<file path="src/rtl/reference_change_timestamper.sv">
`default_nettype none
// ============================================================================
// Module   : reference_change_timestamper
// Brief    : Samples an observed value every clock edge and queues a
//            {cycle, value} token whenever it changes (plus one
//            initialization token at timestamp 0 after reset). Tokens drain
//            through a small FIFO over a ready/valid port.
// Revision : 1.0 - initial release
// ============================================================================
module reference_change_timestamper #(
  parameter int DATA_WIDTH = 8,
  parameter int TIME_WIDTH = 32,
  parameter int FIFO_DEPTH = 4
) (
  input  logic                             clock,
  input  logic                             reset,
  input  logic [DATA_WIDTH-1:0]            d,
  output logic                             out_valid,
  input  logic                             out_ready,
  output logic [TIME_WIDTH-1:0]            out_time,
  output logic [DATA_WIDTH-1:0]            out_data,
  output logic                             overflow,
  output logic [$clog2(FIFO_DEPTH+1)-1:0]  count
);

  localparam int PTR_W = $clog2(FIFO_DEPTH);
  localparam int CNT_W = $clog2(FIFO_DEPTH + 1);
  localparam logic [CNT_W-1:0] DEPTH_C = CNT_W'(FIFO_DEPTH);

  // Token storage; no reset needed because reads are gated by occupancy.
  logic [TIME_WIDTH-1:0] mem_time_q [FIFO_DEPTH];
  logic [DATA_WIDTH-1:0] mem_data_q [FIFO_DEPTH];

  logic [TIME_WIDTH-1:0] cycle_q, cycle_d;
  logic                  primed_q, primed_d;
  logic [DATA_WIDTH-1:0] last_q, last_d;
  logic [PTR_W-1:0]      wr_ptr_q, wr_ptr_d;
  logic [PTR_W-1:0]      rd_ptr_q, rd_ptr_d;
  logic [CNT_W-1:0]      count_q, count_d;
  logic                  overflow_q, overflow_d;

  logic event_w;
  logic pop_w;
  logic push_w;
  logic drop_w;

  // Event detection and FIFO handshake decisions for the current edge.
  always_comb begin
    event_w = !primed_q || (d != last_q);
    pop_w   = (count_q != '0) && out_ready;
    // A same-edge pop frees a slot, so a full FIFO can still accept.
    push_w  = event_w && ((count_q < DEPTH_C) || pop_w);
    drop_w  = event_w && !push_w;
  end

  // Next-state values for counter, change tracker, pointers and flags.
  always_comb begin
    cycle_d    = cycle_q + TIME_WIDTH'(1);
    primed_d   = 1'b1;
    // last follows d even when a token is dropped, so a value lost to
    // overflow does not retrigger on the following edges.
    last_d     = event_w ? d : last_q;
    wr_ptr_d   = push_w ? wr_ptr_q + PTR_W'(1) : wr_ptr_q;
    rd_ptr_d   = pop_w  ? rd_ptr_q + PTR_W'(1) : rd_ptr_q;
    overflow_d = overflow_q || drop_w;
    count_d    = count_q;
    case ({push_w, pop_w})
      2'b10:   count_d = count_q + CNT_W'(1);
      2'b01:   count_d = count_q - CNT_W'(1);
      default: count_d = count_q;
    endcase
  end

  // Control state register with asynchronous active-low clear.
  always_ff @(posedge clock or negedge reset) begin
    if (!reset) begin
      cycle_q    <= '0;
      primed_q   <= 1'b0;
      last_q     <= '0;
      wr_ptr_q   <= '0;
      rd_ptr_q   <= '0;
      count_q    <= '0;
      overflow_q <= 1'b0;
    end else begin
      cycle_q    <= cycle_d;
      primed_q   <= primed_d;
      last_q     <= last_d;
      wr_ptr_q   <= wr_ptr_d;
      rd_ptr_q   <= rd_ptr_d;
      count_q    <= count_d;
      overflow_q <= overflow_d;
    end
  end

  // Token write: timestamp is the pre-edge counter value.
  always_ff @(posedge clock) begin
    if (push_w) begin
      mem_time_q[wr_ptr_q] <= cycle_q;
      mem_data_q[wr_ptr_q] <= d;
    end
  end

  // Head of FIFO presented combinationally; reads zero when empty.
  always_comb begin
    out_valid = (count_q != '0);
    out_time  = out_valid ? mem_time_q[rd_ptr_q] : '0;
    out_data  = out_valid ? mem_data_q[rd_ptr_q] : '0;
    overflow  = overflow_q;
    count     = count_q;
  end

endmodule
`default_nettype wire

</file>
<file path="config.mk">
export PLATFORM = sky130hd
export DESIGN_NAME = reference_change_timestamper
export DESIGN_NICKNAME = d
export VERILOG_FILES = /design/src/rtl/reference_change_timestamper.sv
export SDC_FILE = /design/constraint.sdc
export NUM_CORES = 1
export LEC_CHECK = 0
export ABC_AREA = 1
export CAP_MARGIN = 20
export CORE_MARGIN = 2
export CORE_UTILIZATION = 55
export DETAILED_ROUTE_END_ITERATION = 8
export PLACE_DENSITY = 0.79
export SYNTH_ARGS = -nofsm -noshare
export SYNTH_HDL_FRONTEND = slang
export SYNTH_SLANG_ARGS = --single-unit
</file>
<file path="constraint.sdc">
create_clock -name clock -period 9.45 [get_ports clock]
set_clock_uncertainty 0.15 [all_clocks]
set_input_delay 2.3625 -clock clock [delete_from_list [all_inputs] [get_ports clock]]
set_output_delay 2.3625 -clock clock [all_outputs]
set_load 0.01 [all_outputs]
</file>
==> flow_metrics.py, run 1 <==
metrics = {
    "final_layout": {
        "most-common-layout-cells": "nor2_1 (192), edfxtp_1 (160), nand2_1 (75), o21ai_0 (71), clkdlybuf4s50_1 (54)",
        "final_layout_size_suffix_gt1_share_pct": 7.590,
        "post-route-util_pct": 65.98,
        "layout.nets": 834,
        "area_growth_pct": 16.25,
        "design_area_um2": 10100,
        "antenna_cells": 0,
        "fin_cells": 1041,
        "layout_commonest_cell": "nor2_1",
    },
    "clocking": {
        "ctsLongestPathBuffers": 3,
        "htree_num_levels": 1,
        "clk_pin_slew_ns": 0.06,
        "cts_tree": "yes",
        "postCtsSetupRepairBufs": 0,
        "ctsHoldBuffers": 0,
        "post_cts_resized": 0,
        "cts.sinks": 209,
        "cts-buffers-inserted": 21,
        "insertion_delay_ns": 0.49,
        "clockRootBuffer": "clkbuf_16",
    },
    "yosys": {
        "synth.area.top_cells": "edfxtp_1 (55%), dfrtp_1 (14%), nor2_1 (8.5%)",
        "yosysTopAreaCell": "edfxtp_1",
        "avgSynthCellArea_um2": 11.35,
        "synth_cell_types": 32,
        "synth-seq-cells": 209,
        "synth_area_um2": 8692,
        "ys_seq_area_share_pct": 69.38,
        "yosysTopAreaCellShare_pct": 55.28,
        "syn_inst": 766,
        "syn_nets": 784,
        "ys_warn_count": 0,
    },
    "placement": {
        "post-place-cells": 1003,
        "gp_congestion": 0.8762,
        "placed_area_um2": 9452,
        "port_buffers": 55,
        "dpl.hpwl_um": 10580,
        "pre_cts_ws_ns": 4.095,
    },
    "global_routing": {
        "first_global_vias": 5622,
        "grt_overflow": 0,
        "grt_pass1_wl_um": 28570,
        "grt.total_usage_pct": 21.76,
        "grt_start_max_net_pins": 82,
        "antenna_found_initial": 0,
    },
    "route": {
        "ant_nets": 0,
        "route.vias.total": 5566,
        "drtIter0Drc": 463,
        "first_pass_iters": 5,
        "vias_per_cell": 5.347,
        "wl_per_cell_um": 16.75,
        "drc_errors": 0,
        "wirelength_um": 17430,
    },
    "timing": {
        "setup_viol": 0,
        "max_freq_mhz": 181.9,
        "period_share_pct": 58.18,
        "worstMarginPinSlew_ns": 0.8639,
        "finalHoldViolations": 0,
        "setup_slack_ns": 3.952,
        "slew_violations": 0,
        "rsz0062_at_grt": "no",
        "tns_ns": 0,
        "relSlewSlack_pct": 42.41,
        "whs_ns": 0.3225,
        "min_period_ns": 5.498,
    },
    "die": {
        "die_w_um": 129.7,
        "io_pins": 56,
        "initial_core_util_pct": 56.76,
        "die_height_um": 129.7,
        "coreArea_um2": 15310,
        "std_cell_rows": 45,
        "die-area_um2": 16830,
    },
    "power": {
        "leakage_nw": 3.874,
        "clock_power_share_pct": 22.8,
        "p_seq_share_pct": 40.1,
        "total_power_mw": 3.321,
        "combPwrFrac_pct": 37.0,
        "p_int_mw": 2.204,
        "p_sw_mw": 1.117,
        "vdd_drop_max_mv": 0.1828,
        "p_per_area_nw_per_um2": 328.6,
        "p_sw_share_pct": 33.63,
    },
    "setup_path": {
        "worstSetupStartpointType": "flip-flop",
        "arrival_ns": 2.99,
        "crit_path_end_kind": "output port",
        "path_class": "flip-flop to output port",
        "reg2reg_depth": 11,
        "cp.required_ns": 6.94,
        "critPathMaxFanout": 35,
    },
    "hold_path": {
        "holdPathStages": 2,
        "hp-class": "flip-flop to flip-flop",
    },
    "run_status": {
        "outcome": "finished, final reports clean",
    },
    "flow_run": {
        "max_cap_viol_count": 0,
    },
}
[cell families (layout without fill, tap and decap cells)]
| group | count (synthesis) | count (layout) | share of synthesized area (%) |
|---|---|---|---|
| AO/OA/AOI/OAI | 125 | 125 | 7.226 |
| AND/OR/NAND/NOR | 309 | 309 | 15.17 |
| flip-flops | 209 | 209 | 69.38 |
| XOR/XNOR | 34 | 34 | 3.512 |
| buffers and inverters | 81 | 145 | 3.570 |
| other | 1 | 1 | 0.04314 |
| adder cells (fa/ha/maj) | 7 | 7 | 1.094 |
[area by class of cell]
type | count | area [um2]
Sequential cell | 209 | 6032
Fill cell | 1144 | 5210
Multi-Input combinational cell | 476 | 2381
Timing Repair Buffer | 65 | 633.1
Clock buffer | 28 | 593.1
Tap cell | 211 | 264.0
Inverter | 43 | 161.4
Clock inverter | 9 | 40.04
[state kept, by name, summed over array words and instances (netlist names), 2 cells and up]
name        cells
mem_time_q    128
cycle_q        32
mem_data_q     32
last_q          8
count           3
rd_ptr_q        2
wr_ptr_q        2
[per-layer routing]
metal | track usage, % | share of wire (%) | vias up
met2 | 36.25 | 49 | 158
met3 | 3.034 | 5.0 | 43
li1 | - | - | 2670
met4 | 8.476 | 2.8 | 0
met1 | 29.42 | 43 | 2695
met5 | 0 | 0 | -
[power groups by stage]
stage          clock network (mW)  logic (mW)  registers [mW]
2_1_floorplan                   0       0.680            1.33
3_3_place_gp                    0        1.19            1.34
3_5_place_dp                    0        1.22            1.35
4_1_cts                     0.772        1.23            1.33
5_1_grt                     0.814        1.36            1.35
6_report                    0.758        1.23            1.33
[path summary, 6_finish.rpt]
path                                  start  slack (ns)           end
worst max-delay path            rd_ptr_q[1]        3.95  out_time[23]
max in group asynchronous             reset        6.84   rd_ptr_q[0]
worst min-delay path               overflow        0.32      overflow
worst max register to register     count[2]        6.72      count[2]
worst min register to register     overflow        0.32      overflow
min in group asynchronous             reset        1.84    cycle_q[0]
[worst max-delay path, stage by stage, from the launching register on]
cell             delay (ns)
dfrtp_1                0.80
inv_1                  0.27
buf_4                  0.36
nor2_1                 0.14
o21ai_0                0.11
a21oi_1                0.23
clkdlybuf4s50_1        0.58
[cells in the mapped netlist (all sizes together)]
cell,count
nand3b,1
conb,1
nand4,5
nand2,80
nor3,9
nand3,10
clkbuf,29
o21ai,83
a21oi,41
xnor2,16
dfrtp,49
xor2,18
and3,1
edfxtp,160
buf,9
nor2,203
fa,1
a21boi,1
inv,43
ha,6
Power figures use the tool's default switching activity.
==> run 2: changes to the inputs <==
==> constraint.sdc (replaced) <==
create_clock -name clock -period 5.5 [get_ports clock]
set_clock_uncertainty 0.15 [all_clocks]
set_input_delay 1.375 -clock clock [delete_from_list [all_inputs] [get_ports clock]]
set_output_delay 1.375 -clock clock [all_outputs]
set_load 0.01 [all_outputs]
==> run 2 against run 1 <==
  * Worst setup slack lost 3.0 ns
  * Core utilization rose by 0.11 points
  * Clock power is 70% higher
  * Register-to-register slack got worse by 3.9 ns
  * Via count decreased by 0.23%
  * Cell count about the same
  * Non-clock buffer count did not move
  * Die area is the same
  * Routed wire length down 1.2%
  * Power rose by 72%
  * Clock-buffer cell count increased by 6
  * Critical path type unchanged
  * Largest cell class unchanged
  * Highest routed layer unchanged
==> flow_metrics.py, run 2 (synthesis gave the netlist of run 1 again) <==
metrics = {
    "run_status": {
        "outcome": "finished, final reports clean",
    },
    "setup_path": {
        "critPathMaxFanout": 21,
        "cp.required_ns": 3.97,
        "reg2reg_depth": 10,
        "worstSetupStartpointType": "flip-flop",
        "reg2reg_slack_ns": 2.77,
        "path_class": "flip-flop to output port",
        "r2r-start": "last_q[2]",
        "timing.rr.end": "count[2]",
        "crit_path_end_kind": "output port",
        "arrival_ns": 2.99,
    },
    "placement": {
        "post-place-cells": 1003,
        "gp_congestion": 0.8622,
        "dpl.hpwl_um": 10420,
        "port_buffers": 55,
    },
    "die": {
        "die_w_um": 129.7,
        "io_pins": 56,
        "die_height_um": 129.7,
        "coreArea_um2": 15310,
        "die-area_um2": 16830,
        "std_cell_rows": 45,
        "initial_core_util_pct": 56.76,
    },
    "clocking": {
        "clockRootBuffer": "clkbuf_16",
        "cts.sinks": 209,
        "ctsLongestPathBuffers": 3,
        "cts_tree": "yes",
        "clk_pin_slew_ns": 0.06,
        "cts-buffers-inserted": 20,
        "postCtsSetupRepairBufs": 0,
        "insertion_delay_ns": 0.49,
        "htree_num_levels": 1,
        "ctsHoldBuffers": 0,
        "post_cts_resized": 0,
    },
    "power": {
        "leakage_nw": 3.872,
        "p_sw_mw": 1.894,
        "p_seq_share_pct": 39.7,
        "combPwrFrac_pct": 37.7,
        "vdd_drop_max_mv": 0.3106,
        "p_per_area_nw_per_um2": 563.2,
        "clock_power_share_pct": 22.6,
        "p_sw_share_pct": 33.23,
        "p_int_mw": 3.806,
    },
    "global_routing": {
        "antenna_found_initial": 0,
        "grt.total_usage_pct": 21.63,
        "grt_overflow": 0,
        "grt_start_max_net_pins": 82,
        "first_global_vias": 5570,
        "grt_pass1_wl_um": 28390,
    },
    "timing": {
        "finalHoldViolations": 0,
        "tns_ns": 0,
        "relSlewSlack_pct": 44.05,
        "rsz0062_at_grt": "no",
        "worstMarginPinSlew_ns": 0.8392,
        "whs_ns": 0.3714,
        "slew_violations": 0,
        "max_freq_mhz": 221.3,
        "setup_viol": 0,
        "min_period_ns": 4.520,
        "period_share_pct": 82.18,
    },
    "hold_path": {
        "holdPathStages": 2,
        "hp-class": "flip-flop to flip-flop",
        "hold_end": "overflow",
        "hp-start": "overflow",
    },
    "final_layout": {
        "final_layout_size_suffix_gt1_share_pct": 7.479,
        "layout.nets": 833,
        "largest_reg_flops": 128,
        "most-common-layout-cells": "nor2_1 (192), edfxtp_1 (160), nand2_1 (75), o21ai_0 (71), clkdlybuf4s50_1 (54)",
        "top_regs": "mem_time_q (128), cycle_q (32), mem_data_q (32)",
        "nFillCells": 1112,
        "top_register": "mem_time_q",
        "area_growth_pct": 16.44,
        "layout_commonest_cell": "nor2_1",
        "fin_cells": 1040,
        "antenna_cells": 0,
    },
    "route": {
        "drc_errors": 0,
        "vias_per_cell": 5.339,
        "wl_per_cell_um": 16.57,
        "drtIter0Drc": 397,
        "wirelength_um": 17230,
        "ant_nets": 0,
        "route.vias.total": 5553,
        "first_pass_iters": 5,
    },
    "flow_run": {
        "max_cap_viol_count": 0,
    },
}
run 2: changes by cell type in the layout (fill, tap and decap cells not counted), sizes merged:
cell    change
clkinv      -6
inv         -1
clkbuf      +6
run 2: critical path, stage by stage (launching register included):
cell	delay, ns
dfrtp_1	0.39
inv_1	0.09
nand3_1	0.13
clkinv_1	0.59
buf_4	0.48
a21oi_1	0.23
clkdlybuf4s50_1	0.58
run 2: layer usage:
| metal | global-route usage [%] | part of all wire [%] | up-vias |
|---|---|---|---|
| met2 | 36.56 | 50 | 162 |
| met3 | 2.911 | 4.5 | 35 |
| met4 | 7.274 | 2.2 | 0 |
| met5 | 0 | 0 | - |
| li1 | - | - | 2673 |
| met1 | 29.36 | 43 | 2683 |
run 2: how the worst max path moves through the flow:
stage                             to  startpoint  cells past startpoint
floorplan           mem_data_q[0][0]        d[7]                      6
global placement            count[2]        d[7]                     13
detailed placement          count[2]        d[7]                     13
CTS                     out_time[28]    count[0]                      6
global route            out_time[28]    count[0]                      6
finish                  out_time[28]    count[0]                      6
run 2: through the flow:
step | cell area, um2 | power (mW) | setup slack (ns) | utilization [%]
detailed placement | 9477 | 4.432 | 1.155 | 61.88
global placement | 9477 | 4.356 | 1.321 | 61.88
CTS | 10100 | 5.729 | 0.9264 | 65.96
finish | 10120 | 5.701 | 0.9803 | 66.09
global route | 10120 | 6.051 | 0.7772 | 66.09
floorplan | 8692 | 3.455 | 1.345 | -
run 2: area by class of cell:
| cell class | instances | area, um2 | share of cell area (%) |
|---|---|---|---|
| repair buffers | 65 | 658.1 | 6.503 |
| well taps | 211 | 264.0 | 2.608 |
| clock inverters | 2 | 10.01 | 0.09890 |
| clock buffers | 34 | 614.3 | 6.070 |
| multi-input cells | 476 | 2381 | 23.53 |
| inverters | 43 | 161.4 | 1.595 |
| flip-flops and latches | 209 | 6032 | 59.60 |
run 2: power groups by stage:
| stage | sequential (mW) | combinational [mW] | clock [mW] |
|---|---|---|---|
| after floorplan | 2.29 | 1.17 | 0 |
| after global placement | 2.27 | 2.09 | 0 |
| after detailed placement | 2.29 | 2.14 | 0 |
| after CTS | 2.26 | 2.16 | 1.31 |
| after global routing | 2.29 | 2.38 | 1.38 |
| final | 2.26 | 2.15 | 1.29 |
